===== config.mk =====
export PLATFORM = sky130hd
export DESIGN_NAME = lcd_mem_arb_flat
export DESIGN_NICKNAME = d
export VERILOG_FILES = /design/src/rtl/lcd_mem_arb_if.sv /design/src/rtl/lcd_mem_arb.sv /design/src/flat_wrapper.sv
export SDC_FILE = /design/constraint.sdc
export NUM_CORES = 1
export LEC_CHECK = 0
export BUFFER_PORTS_ARGS = -buffer_cell sky130_fd_sc_hd__buf_4
export CAP_MARGIN = 20
export CORE_ASPECT_RATIO = 0.75
export CORE_MARGIN = 2
export CORE_UTILIZATION = 47
export DETAILED_ROUTE_END_ITERATION = 7
export GPL_TIMING_DRIVEN = 0
export PLACE_DENSITY_LB_ADDON = 0.08
export SLEW_MARGIN = 20
export SYNTH_ARGS = -nofsm -noshare
export SYNTH_HDL_FRONTEND = slang
export SYNTH_SLANG_ARGS = --single-unit

===== constraint.sdc =====
create_clock -name mck -period 1.7 [get_ports mck]
set_input_delay 0.17 -clock mck [delete_from_list [all_inputs] [get_ports mck]]
set_output_delay 0.17 -clock mck [all_outputs]
set_load 0.01 [all_outputs]

===== src/rtl/lcd_mem_arb_if.sv =====
// Shared memory-bus bundle between blink decode, the LCD fetcher and the arbiter.
// The arbiter connects through the slave modport; its environment uses master.
interface lcd_mem_arb_if;
  logic [21:0] cpu_ma;
  logic        cpu_mrq_n;
  logic        cpu_rd_n;
  logic        lcd_req;
  logic [21:0] lcd_addr;
  logic        lcd_gnt;
  logic        lcd_vld;
  logic [7:0]  lcd_data;
  logic [21:0] mem_a;
  logic        mem_oe_n;
  logic [7:0]  mem_din;
  logic        lcd_own;
  logic        cpu_stall;

  modport slave (
    input  cpu_ma, cpu_mrq_n, cpu_rd_n, lcd_req, lcd_addr, mem_din,
    output lcd_gnt, lcd_vld, lcd_data, mem_a, mem_oe_n, lcd_own, cpu_stall
  );

  modport master (
    output cpu_ma, cpu_mrq_n, cpu_rd_n, lcd_req, lcd_addr, mem_din,
    input  lcd_gnt, lcd_vld, lcd_data, mem_a, mem_oe_n, lcd_own, cpu_stall
  );
endinterface


===== src/rtl/lcd_mem_arb.sv =====
// Memory bus arbiter: the Z80 always wins, the LCD fetcher borrows cycles where MREQ is idle,
// and a starved fetch asks blink to stall the Z80 clock until the byte is delivered.
module lcd_mem_arb #(
  parameter int ACC_CYC = 2,
  parameter int STARVE  = 16
) (
  input  logic          mck,
  input  logic          rin_n,
  lcd_mem_arb_if.slave  bus
);

  localparam int             CW       = (ACC_CYC > 1) ? $clog2(ACC_CYC) : 1;
  localparam logic [CW-1:0]  ACC_LOAD = CW'(ACC_CYC - 1);
  localparam logic [4:0]     WAIT_MAX = 5'd31;

  typedef enum logic [1:0] {IDLE, PENDING, ACCESS} state_t;

  state_t        state, state_nxt;
  logic [21:0]   addr, addr_nxt;
  logic [CW-1:0] acc_cnt, acc_nxt;
  logic [4:0]    wait_cnt, wait_nxt;
  logic [7:0]    data_buf, buf_nxt;
  logic [7:0]    data;
  logic          gnt, gnt_nxt;
  logic          vld;
  logic          vld_pend, pend_nxt;
  logic          stall, stall_nxt;
  logic          wait_inc;

  always_ff @(posedge mck) begin
    if (!rin_n) begin
      state    <= IDLE;
      addr     <= '0;
      acc_cnt  <= '0;
      wait_cnt <= '0;
      data_buf <= 8'h00;
      data     <= 8'h00;
      gnt      <= 1'b0;
      vld      <= 1'b0;
      vld_pend <= 1'b0;
      stall    <= 1'b0;
    end else begin
      state    <= state_nxt;
      addr     <= addr_nxt;
      acc_cnt  <= acc_nxt;
      wait_cnt <= wait_nxt;
      data_buf <= buf_nxt;
      gnt      <= gnt_nxt;
      vld_pend <= pend_nxt;
      vld      <= vld_pend;
      stall    <= stall_nxt;
      if (vld_pend) data <= data_buf;
    end
  end

  // The sampled byte waits one cycle in data_buf so lcd_data only changes with lcd_vld;
  // no new request is taken while that delivery is still pending.
  always_comb begin
    state_nxt = state;
    addr_nxt  = addr;
    acc_nxt   = acc_cnt;
    gnt_nxt   = 1'b0;
    pend_nxt  = 1'b0;
    buf_nxt   = data_buf;
    wait_inc  = 1'b0;
    case (state)
      IDLE: begin
        if (bus.lcd_req && !vld_pend) begin
          addr_nxt = bus.lcd_addr;
          gnt_nxt  = 1'b1;
          if (bus.cpu_mrq_n) begin
            state_nxt = ACCESS;
            acc_nxt   = ACC_LOAD;
          end else begin
            state_nxt = PENDING;
          end
        end
      end
      PENDING: begin
        wait_inc = 1'b1;
        if (bus.cpu_mrq_n) begin
          state_nxt = ACCESS;
          acc_nxt   = ACC_LOAD;
        end
      end
      ACCESS: begin
        if (!bus.cpu_mrq_n) begin
          state_nxt = PENDING;
          wait_inc  = 1'b1;
        end else if (acc_cnt == '0) begin
          buf_nxt   = bus.mem_din;
          pend_nxt  = 1'b1;
          state_nxt = IDLE;
        end else begin
          acc_nxt = acc_cnt - CW'(1);
        end
      end
      default: state_nxt = IDLE;
    endcase

    wait_nxt = wait_cnt;
    if (vld_pend)
      wait_nxt = '0;
    else if (wait_inc && wait_cnt != WAIT_MAX)
      wait_nxt = wait_cnt + 5'd1;

    stall_nxt = vld_pend ? 1'b0 : (stall | (32'(wait_nxt) >= STARVE));
  end

  // CPU MREQ takes the bus in the same cycle it appears, even mid-access.
  always_comb begin
    bus.mem_a    = bus.cpu_ma;
    bus.mem_oe_n = 1'b1;
    bus.lcd_own  = 1'b0;
    if (!bus.cpu_mrq_n) begin
      bus.mem_oe_n = bus.cpu_rd_n;
    end else if (state == ACCESS) begin
      bus.mem_a    = addr;
      bus.mem_oe_n = 1'b0;
      bus.lcd_own  = 1'b1;
    end
  end

  assign bus.lcd_gnt   = gnt;
  assign bus.lcd_vld   = vld;
  assign bus.lcd_data  = data;
  assign bus.cpu_stall = stall;

endmodule

===== src/flat_wrapper.sv =====
// flat-port wrapper written by rule: the top's interface ports become plain ports
module lcd_mem_arb_flat 
#(
  parameter int ACC_CYC = 2,
  parameter int STARVE  = 16
)
  (mck, rin_n, bus_cpu_ma, bus_cpu_mrq_n, bus_cpu_rd_n, bus_lcd_req, bus_lcd_addr, bus_mem_din, bus_lcd_gnt, bus_lcd_vld, bus_lcd_data, bus_mem_a, bus_mem_oe_n, bus_lcd_own, bus_cpu_stall);
  lcd_mem_arb_if bus_i ();
  input  logic mck;
  input  logic rin_n;
  input wire logic [$bits(bus_i.cpu_ma)-1:0] bus_cpu_ma;
  input wire logic [$bits(bus_i.cpu_mrq_n)-1:0] bus_cpu_mrq_n;
  input wire logic [$bits(bus_i.cpu_rd_n)-1:0] bus_cpu_rd_n;
  input wire logic [$bits(bus_i.lcd_req)-1:0] bus_lcd_req;
  input wire logic [$bits(bus_i.lcd_addr)-1:0] bus_lcd_addr;
  input wire logic [$bits(bus_i.mem_din)-1:0] bus_mem_din;
  output wire logic [$bits(bus_i.lcd_gnt)-1:0] bus_lcd_gnt;
  output wire logic [$bits(bus_i.lcd_vld)-1:0] bus_lcd_vld;
  output wire logic [$bits(bus_i.lcd_data)-1:0] bus_lcd_data;
  output wire logic [$bits(bus_i.mem_a)-1:0] bus_mem_a;
  output wire logic [$bits(bus_i.mem_oe_n)-1:0] bus_mem_oe_n;
  output wire logic [$bits(bus_i.lcd_own)-1:0] bus_lcd_own;
  output wire logic [$bits(bus_i.cpu_stall)-1:0] bus_cpu_stall;
  assign bus_i.cpu_ma = bus_cpu_ma;
  assign bus_i.cpu_mrq_n = bus_cpu_mrq_n;
  assign bus_i.cpu_rd_n = bus_cpu_rd_n;
  assign bus_i.lcd_req = bus_lcd_req;
  assign bus_i.lcd_addr = bus_lcd_addr;
  assign bus_i.mem_din = bus_mem_din;
  assign bus_lcd_gnt = bus_i.lcd_gnt;
  assign bus_lcd_vld = bus_i.lcd_vld;
  assign bus_lcd_data = bus_i.lcd_data;
  assign bus_mem_a = bus_i.mem_a;
  assign bus_mem_oe_n = bus_i.mem_oe_n;
  assign bus_lcd_own = bus_i.lcd_own;
  assign bus_cpu_stall = bus_i.cpu_stall;
  lcd_mem_arb #(.ACC_CYC(ACC_CYC), .STARVE(STARVE)) u_core (.mck(mck), .rin_n(rin_n), .bus(bus_i));
endmodule

==> flow_summary.toml, run 1 <==
[status]
status = "finished, violations left"
failed_checks = "setup timing"

[pwr]
switching_power_mw = 0.9679
vdd_drop_max_mv = 0.5603
p_clk_frac = 0.268
swShare = 0.2975
power_frac_comb = 0.319
p_per_area_nw_per_um2 = 985.7
pwr-share-seq = 0.414
internal-power_mw = 2.285
leakage_nw = 1.508
p_total_mw = 3.253

[yosys]
synth-edff-count = 0
netlist_instances = 246
synth-seq-area-share = 0.4635
avgSynthCellArea_um2 = 8.779
synthTopCellsByArea = "dfxtp_1 46%, mux2_2 11%, nand2_1 11%, a21oi_1 7.2%, mux2i_1 4.6%"
synth.largest_area_cell = "dfxtp_1"
async_flop_share = 0
yosysMostFrequentCell = "nand2_1"
synth_seq_cells = 50
synth.top_cells.by_count = "61 x nand2_1, 50 x dfxtp_1, 31 x a21oi_1"
synth.distinct_cells = 29
yosys_warnings = 0
synth_nets = 310
synth_top_area_share = 0.4635
synth.cell_area_um2 = 2160
synth_top_flop_cell = "dfxtp_1"

[clocking]
tritoncts = "done"
path_clk_slew_ns = 0.10
cts_sinks = 50
cts_max_level = 2
cts_hold_buf = 0
numCtsBuffers = 5
cts_buffer_depth = 2
cts-root-buf = "clkbuf_8"
clk_latency_ns = 0.31

[global_routing]
groute.layer.met2.usage = 0.3397
grt_max_degree = 18
grt_pass1_wl_um = 8866
top_usage_layer = "met2"
overflow = 0
grt_usage = 0.2219
use_met3 = 0.05925
grt_pass1_vias = 1873
use_met1 = 0.3012
grt_antenna_before_repair = 0

[drt]
drc = 0
antenna_left = 0
avgRoutedWirePerCell_um = 13.50
vias = 2059
drt_iter0_drc = 62
viasPerCell = 5.034
drtPass1Iterations = 5
routed_wl_um = 5522

[finish]
area_growth_pct = 52.84
fin_util = 0.7433
drive_above_1_share = 0.4233
design_area_um2 = 3301
final_cell_count_no_fill = 409
fin_nets = 415
n_fill_cell = 352
seq_area_um2 = 1007
multiInputGateArea_um2 = 1179
n_antenna_cell = 0

[timing]
finalCritPeriodShare = 1.067
tightest_slew_ns = 0.6701
hold_viol_final = 0
min_period_ns = 1.814
setup_ws_ns = -0.1145
fin_hold_ws_ns = 0.1001
finClkSkew_ns = 0.006641
maxSlewViolCount = 0
setup_viol_count_final = 17
clock.fmax_mhz = 551.1
rsz0062_at_grt = "yes"
slew_headroom = 0.5533
setup_tns_ns = -1.198

[critical_path]
critPathCapture = "bus_mem_a[10]"
worstPathArrival_ns = 1.64
worst_setup_path_end_kind = "primary output"
criticalPathCategory = "reg -> out"
r2r.worst_path.cells = 7
r2r_start = "u_core.wait_cnt[0]$_SDFF_PN0_"
cp_max_fo = 5
ff2ff_setup_slack_ns = 0.10
critPathLaunch = "u_core.state[0]$_SDFFE_PN0P_"
worstSetupStartpointType = "register"
cp.required_ns = 1.53
r2r-end = "u_core.bus.cpu_stall$_SDFF_PP0_"

[floorplanning]
std_cell_rows = 21
dieArea_um2 = 5159
die_y_um = 62.71
fp.dieW_um = 82.27
start_util = 0.4863
io_pins = 92
coreArea_um2 = 4441

[job]
maxCapViolations = 0

[place]
place_congestion = 0.7345
place.port_buffers = 91
hpwl_um = 3654
place_ws_ns = -0.2380
dpl.cell_count = 394
placed_cell_area_um2 = 2914

[worst_hold_path]
hold_path.class = "in -> reg"
min_from = "bus_mem_din[1]"
-- power by group through the flow --
stage	Combinational [mW]	Clock, mW	Sequential (mW)
global route	1.13	0.936	1.36
finish	1.04	0.870	1.35
CTS	0.998	0.883	1.34
detailed placement	0.791	0	1.36
floorplan	0.486	0	1.35
global placement	0.781	0	1.36
-- what timing repair did --
action | in CTS | in global routing
setup endpoints to repair | 53 | 47
setup buffers | 8 | 0
cloned | 1 | 0
gates resized for setup | 45 | 8
pin swaps | 2 | 1
-- routing by layer --
metal / part of all wire / wire, um / up-vias
met2: 0.48 / 2624 / 60
met5: 0 / 0 / -
met4: 0.011 / 61 / 0
li1: - / - / 1032
met1: 0.45 / 2467 / 960
met3: 0.067 / 370 / 7
-- critical path: stages (launching register included) --
cell and delay, ns:
dfxtp_4 0.37, inv_4 0.06, ha_4 0.16, nand2_8 0.07, buf_12 0.13, buf_8 0.13
mux2_4 0.30, buf_6 0.12
-- state kept, by name, indices dropped and copies added (netlist names) --
name,cells
u_core.vld_pend,1
u_core.addr,22
u_core.acc_cnt,1
u_core.data_buf,8
u_core.wait_cnt,5
u_core.bus.lcd_gnt,1
u_core.bus.lcd_data,8
u_core.state,2
u_core.bus.lcd_vld,1
u_core.bus.cpu_stall,1
-- cell usage in the layout (no fill, tap or decap), types with 3 or more instances in the layout --
master     n
dfxtp_1   47
clkbuf_1   6
nand2b_1   3
xor2_1     3
ha_1       4
buf_6     13
buf_4     86
mux2_2    10
inv_1      3
clkbuf_8   5
mux2i_1   10
a21oi_1   31
nand2_1   61
nor2_1    19
mux2_4    12
-- area by class of cell --
| cell class | count | area share |
|---|---|---|
| inverters | 7 | 0.008719 |
| plain buffers | 12 | 0.02426 |
| clock inverters | 3 | 0.01478 |
| clock buffers | 5 | 0.02085 |
| repair buffers | 99 | 0.2475 |
| multi-input cells | 176 | 0.3571 |
| well taps | 57 | 0.02161 |
| flip-flops and latches | 50 | 0.3052 |
-- cells by family (layout without fill, tap and decap cells) --
logic type,Yosys count,after routing,synth area share
AOI/OAI and AO/OA,42,42,0.1101
and+or+nand+nor,92,92,0.1750
buffers and inverters,20,126,0.03766
xor gates and xnor gates,3,3,0.01217
DFF,50,50,0.4635
adders and majority gates,7,7,0.04055
muxes,32,32,0.1611
-- how the worst min path moves through the flow --
stage,endpoint,slack (ns),cells after the start
6_report,u_core.data_buf[1]$_SDFFE_PN0P_,0.10,3
5_1_grt,u_core.data_buf[0]$_SDFFE_PN0P_,0.09,3
2_1_floorplan,u_core.bus.lcd_vld$_SDFF_PN0_,0.30,1
4_1_cts,u_core.data_buf[5]$_SDFFE_PN0P_,0.1,3
3_5_place_dp,u_core.bus.lcd_vld$_SDFF_PN0_,0.43,2
3_3_place_gp,u_core.addr[12]$_SDFFE_PN0P_,0.42,3
No activity file was read; power rests on OpenSTA's default activity.
==> inputs of run 2 (changes only) <==
- RECOVER_POWER: unset -> 100
==> flow_summary.toml, run 2 (same netlist as run 1, synthesis figures left out) <==
[pwr]
vdd_drop_max_mv = 0.5516
internal-power_mw = 2.253
pwr-share-seq = 0.419
p_per_area_nw_per_um2 = 992.3
power_frac_comb = 0.312
swShare = 0.2983
switching_power_mw = 0.9577
p_clk_frac = 0.270
leakage_nw = 1.452

[global_routing]
grt_antenna_before_repair = 0
grt_usage = 0.2219
grt_max_degree = 18
overflow = 0
grt_pass1_wl_um = 8866
grt_pass1_vias = 1873

[timing]
setup_tns_ns = -1.206
setup_viol_count_final = 17
finClkSkew_ns = 0.007840
fin_hold_ws_ns = 0.1024
tightest_slew_ns = 0.6810
slew_headroom = 0.5460
hold_viol_final = 0
rsz0062_at_grt = "yes"
maxSlewViolCount = 0
setup_ws_ns = -0.1141
finalCritPeriodShare = 1.067
min_period_ns = 1.814
clock.fmax_mhz = 551.2

[critical_path]
r2r-end = "u_core.addr[9]$_SDFFE_PN0P_"
worstPathArrival_ns = 1.64
cp.required_ns = 1.53
critPathCapture = "bus_mem_a[10]"
criticalPathCategory = "reg -> out"
r2r.worst_path.cells = 8
critPathLaunch = "u_core.state[0]$_SDFFE_PN0P_"
r2r_start = "u_core.state[0]$_SDFFE_PN0P_"
cp_max_fo = 5
ff2ff_setup_slack_ns = 0.04
worstSetupStartpointType = "register"
worst_setup_path_end_kind = "primary output"

[drt]
drc = 0
drt_iter0_drc = 59
vias = 2088
antenna_left = 0
routed_wl_um = 5527
viasPerCell = 5.105
avgRoutedWirePerCell_um = 13.51
drtPass1Iterations = 4

[status]
failed_checks = "setup timing"
status = "finished, violations left"

[finish]
fin_util = 0.7287
final_cell_count_no_fill = 409
fin_nets = 415
area_growth_pct = 49.83
largest-register = "u_core.addr"
largest_reg_flops = 22
n_fill_cell = 362
multiInputGateArea_um2 = 1166
seq_area_um2 = 1006
drive_above_1_share = 0.3807
n_antenna_cell = 0
layout_common_cells = "72 x buf_4, 61 x nand2_1, 48 x dfxtp_1"
layout_commonest_cell = "buf_4"

[floorplanning]
start_util = 0.4863
dieArea_um2 = 5159
fp.dieW_um = 82.27
io_pins = 92
std_cell_rows = 21
coreArea_um2 = 4441
die_y_um = 62.71

[job]
maxCapViolations = 0

[place]
place_congestion = 0.7345
dpl.cell_count = 394
place.port_buffers = 91
place_ws_ns = -0.2380
hpwl_um = 3654

[clocking]
cts_sinks = 50
path_clk_slew_ns = 0.10
clk_latency_ns = 0.30
numCtsBuffers = 5
cts-root-buf = "clkbuf_8"
cts_buffer_depth = 2
cts_max_level = 2
tritoncts = "done"

[worst_hold_path]
hold_path.class = "in -> reg"
[run 2: critical path: stages, from the launching register on]
cell     delay, ns
dfxtp_4       0.37
inv_4         0.06
ha_4          0.16
nand2_8       0.07
buf_12        0.13
buf_8         0.13
mux2_4        0.30
buf_6         0.12
[run 2: metrics by stage]
| step | power [mW] | area [um^2] |
|---|---|---|
| after CTS | 3.225 | 3301 |
| after global placement | 2.144 | 2914 |
| after global routing | 3.379 | 3236 |
| after floorplan | 1.835 | 2160 |
| final | 3.211 | 3236 |
| after detailed placement | 2.156 | 2914 |
[run 2: how the worst min path moves through the flow]
stage / depth (start not counted) / startpoint / endpoint
finish: 3 / bus_mem_din[1] / u_core.data_buf[1]$_SDFFE_PN0P_
CTS: 3 / bus_mem_din[5] / u_core.data_buf[5]$_SDFFE_PN0P_
detailed placement: 2 / rin_n / u_core.bus.lcd_vld$_SDFF_PN0_
global placement: 3 / bus_lcd_addr[12] / u_core.addr[12]$_SDFFE_PN0P_
floorplan: 1 / rin_n / u_core.bus.lcd_vld$_SDFF_PN0_
global route: 3 / bus_mem_din[0] / u_core.data_buf[0]$_SDFFE_PN0P_
[run 2: per-layer routing]
| metal | global-route usage | routed length (um) |
|---|---|---|
| met4 | 0.07292 | 48 |
| met1 | 0.3012 | 2424 |
| met5 | 0 | 0 |
| met3 | 0.05925 | 418 |
| met2 | 0.3397 | 2635 |
[run 2: area by class of cell]
cell class | instances | share of cell area
multi-input combinational | 176 | 0.3604
clock inverter | 3 | 0.01508
timing repair buffer | 99 | 0.2374
tap | 57 | 0.02204
clock buffer | 5 | 0.02127
inverter | 7 | 0.008894
sequential | 50 | 0.3109
buffer | 12 | 0.02398
[run 2: power groups by stage]
stage	registers [mW]	clock network (mW)	logic, mW
after floorplan	1.35	0	0.486
after global placement	1.36	0	0.781
after detailed placement	1.36	0	0.791
after CTS	1.34	0.883	0.998
after global routing	1.36	0.936	1.09
final	1.34	0.865	1.00
[run 2: timing repair]
| action | in CTS | in global routing |
|---|---|---|
| hold endpoints to repair | 0 | 0 |
| endpoints found under the setup margin | 53 | 47 |
| pin swaps | 2 | 1 |
| hold buffers | 0 | 0 |
| gates cloned | 1 | 0 |
| buffers inserted | 8 | 0 |
| resized for setup | 45 | 8 |
==> inputs of run 3 (changes only) <==
- CORE_UTILIZATION: 47 -> 42
- clock period: 1.7 -> 1.66 ns (I/O delays scaled with it)
==> flow_summary.toml, run 3 (same netlist as run 1, synthesis figures left out) <==
[status]
failed_checks = "setup timing"
status = "finished, violations left"

[critical_path]
worst_setup_path_end_kind = "primary output"
criticalPathCategory = "reg -> out"
cp.required_ns = 1.49
worstSetupStartpointType = "register"
cp_max_fo = 5
worstPathArrival_ns = 1.66

[global_routing]
grt_pass1_vias = 1845
overflow = 0
grt_usage = 0.1929
grt_antenna_before_repair = 0
use_met1 = 0.2609
use_met3 = 0.05743
top_usage_layer = "met2"
grt_max_degree = 18
grt_pass1_wl_um = 8583
groute.layer.met2.usage = 0.2958

[clocking]
tritoncts = "done"
clk_latency_ns = 0.31
cts_hold_buf = 0
numCtsBuffers = 5
cts_sinks = 50
path_clk_slew_ns = 0.10
cts-root-buf = "clkbuf_8"
cts_max_level = 2
cts_buffer_depth = 2

[drt]
avgRoutedWirePerCell_um = 13.16
drt_iter0_drc = 56
viasPerCell = 4.850
routed_wl_um = 5434
drc = 0
drtPass1Iterations = 4
antenna_left = 0
vias = 2003

[timing]
slew_headroom = 0.5500
min_period_ns = 1.827
finClkSkew_ns = 0.008386
clock.fmax_mhz = 547.4
setup_tns_ns = -2.689
rsz0062_at_grt = "yes"
hold_viol_final = 0
finalCritPeriodShare = 1.100
maxSlewViolCount = 0
setup_viol_count_final = 41
setup_ws_ns = -0.1668
tightest_slew_ns = 0.6751

[finish]
final_cell_count_no_fill = 413
fin_util = 0.6671
layout_common_cells = "73 x buf_4, 61 x nand2_1, 47 x dfxtp_1"
layout_commonest_cell = "buf_4"
drive_above_1_share = 0.3994
n_antenna_cell = 0
area_growth_pct = 52.20
fin_nets = 416
n_fill_cell = 426
largest-register = "u_core.addr"
largest_reg_flops = 22

[floorplanning]
die_y_um = 66.10
coreArea_um2 = 4927
fp.dieW_um = 86.80
io_pins = 92
std_cell_rows = 22
dieArea_um2 = 5737
start_util = 0.4383

[place]
place_congestion = 0.7583
hpwl_um = 3708
place.port_buffers = 91
dpl.cell_count = 397

[worst_hold_path]
hold_path.class = "in -> reg"

[pwr]
p_per_area_nw_per_um2 = 1012
leakage_nw = 1.475
vdd_drop_max_mv = 0.4756

[job]
maxCapViolations = 0
[run 3: final cells by class]
cell class / count / area [um^2] / share of cell area
buffer: 12 / 77.57 / 0.02360
clock buffer: 5 / 68.82 / 0.02094
clock inverter: 3 / 48.80 / 0.01485
inverter: 7 / 26.28 / 0.007994
multi-input combinational: 176 / 1196 / 0.3639
sequential: 50 / 1007 / 0.3064
tap: 60 / 75.07 / 0.02284
timing repair buffer: 100 / 787.0 / 0.2394
[run 3: final timing paths]
| check | to | slack (ns) | startpoint | cells after the start |
|---|---|---|---|---|
| worst max-delay path | bus_mem_a[12] | -0.17 | u_core.state[0]$_SDFFE_PN0P_ | 7 |
| worst min-delay path | u_core.data_buf[5]$_SDFFE_PN0P_ | 0.09 | bus_mem_din[5] | 3 |
| worst max register to register | u_core.addr[10]$_SDFFE_PN0P_ | -0.03 | u_core.state[1]$_SDFFE_PN0P_ | 8 |
| worst min register to register | u_core.bus.cpu_stall$_SDFF_PP0_ | 0.45 | u_core.bus.cpu_stall$_SDFF_PP0_ | 2 |
[run 3: report_power, final]
group          leakage (nW)  total (mW)  internal, mW  switching, mW
clock network        0.0563       0.895         0.459          0.436
logic                  1.01        1.05         0.557          0.492
registers             0.409        1.38          1.31         0.0697
[run 3: metrics by stage]
stage	power (mW)	hold slack, ns	setup WS, ns	cell area, um^2
final	3.326	0.08998	-0.1668	3287
after detailed placement	2.211	0.4200	-0.2644	2918
after floorplan	1.879	0.2933	0.06772	2160
after global placement	2.199	0.4117	-0.2618	2918
after CTS	3.317	0.08378	-0.1570	3314
after global routing	3.504	0.08390	-0.2017	3287
[run 3: layer usage]
metal	wire length, um	up-vias
met5	0	-
met4	55	0
met3	381	5
met2	2460	56
met1	2536	916
li1	-	1026
[run 3: critical path: stages, from the launching register on]
cell     delay, ns
dfxtp_2       0.34
inv_2         0.08
ha_4          0.17
nand2_8       0.07
buf_12        0.13
buf_8         0.13
mux2_4        0.30
buf_6         0.12
[run 3: timing repair]
action,CTS,global route
endpoints found under the setup margin,54,55
buffers inserted,8,2
pin swaps,3,3
cloned,1,0
resized for setup,47,15
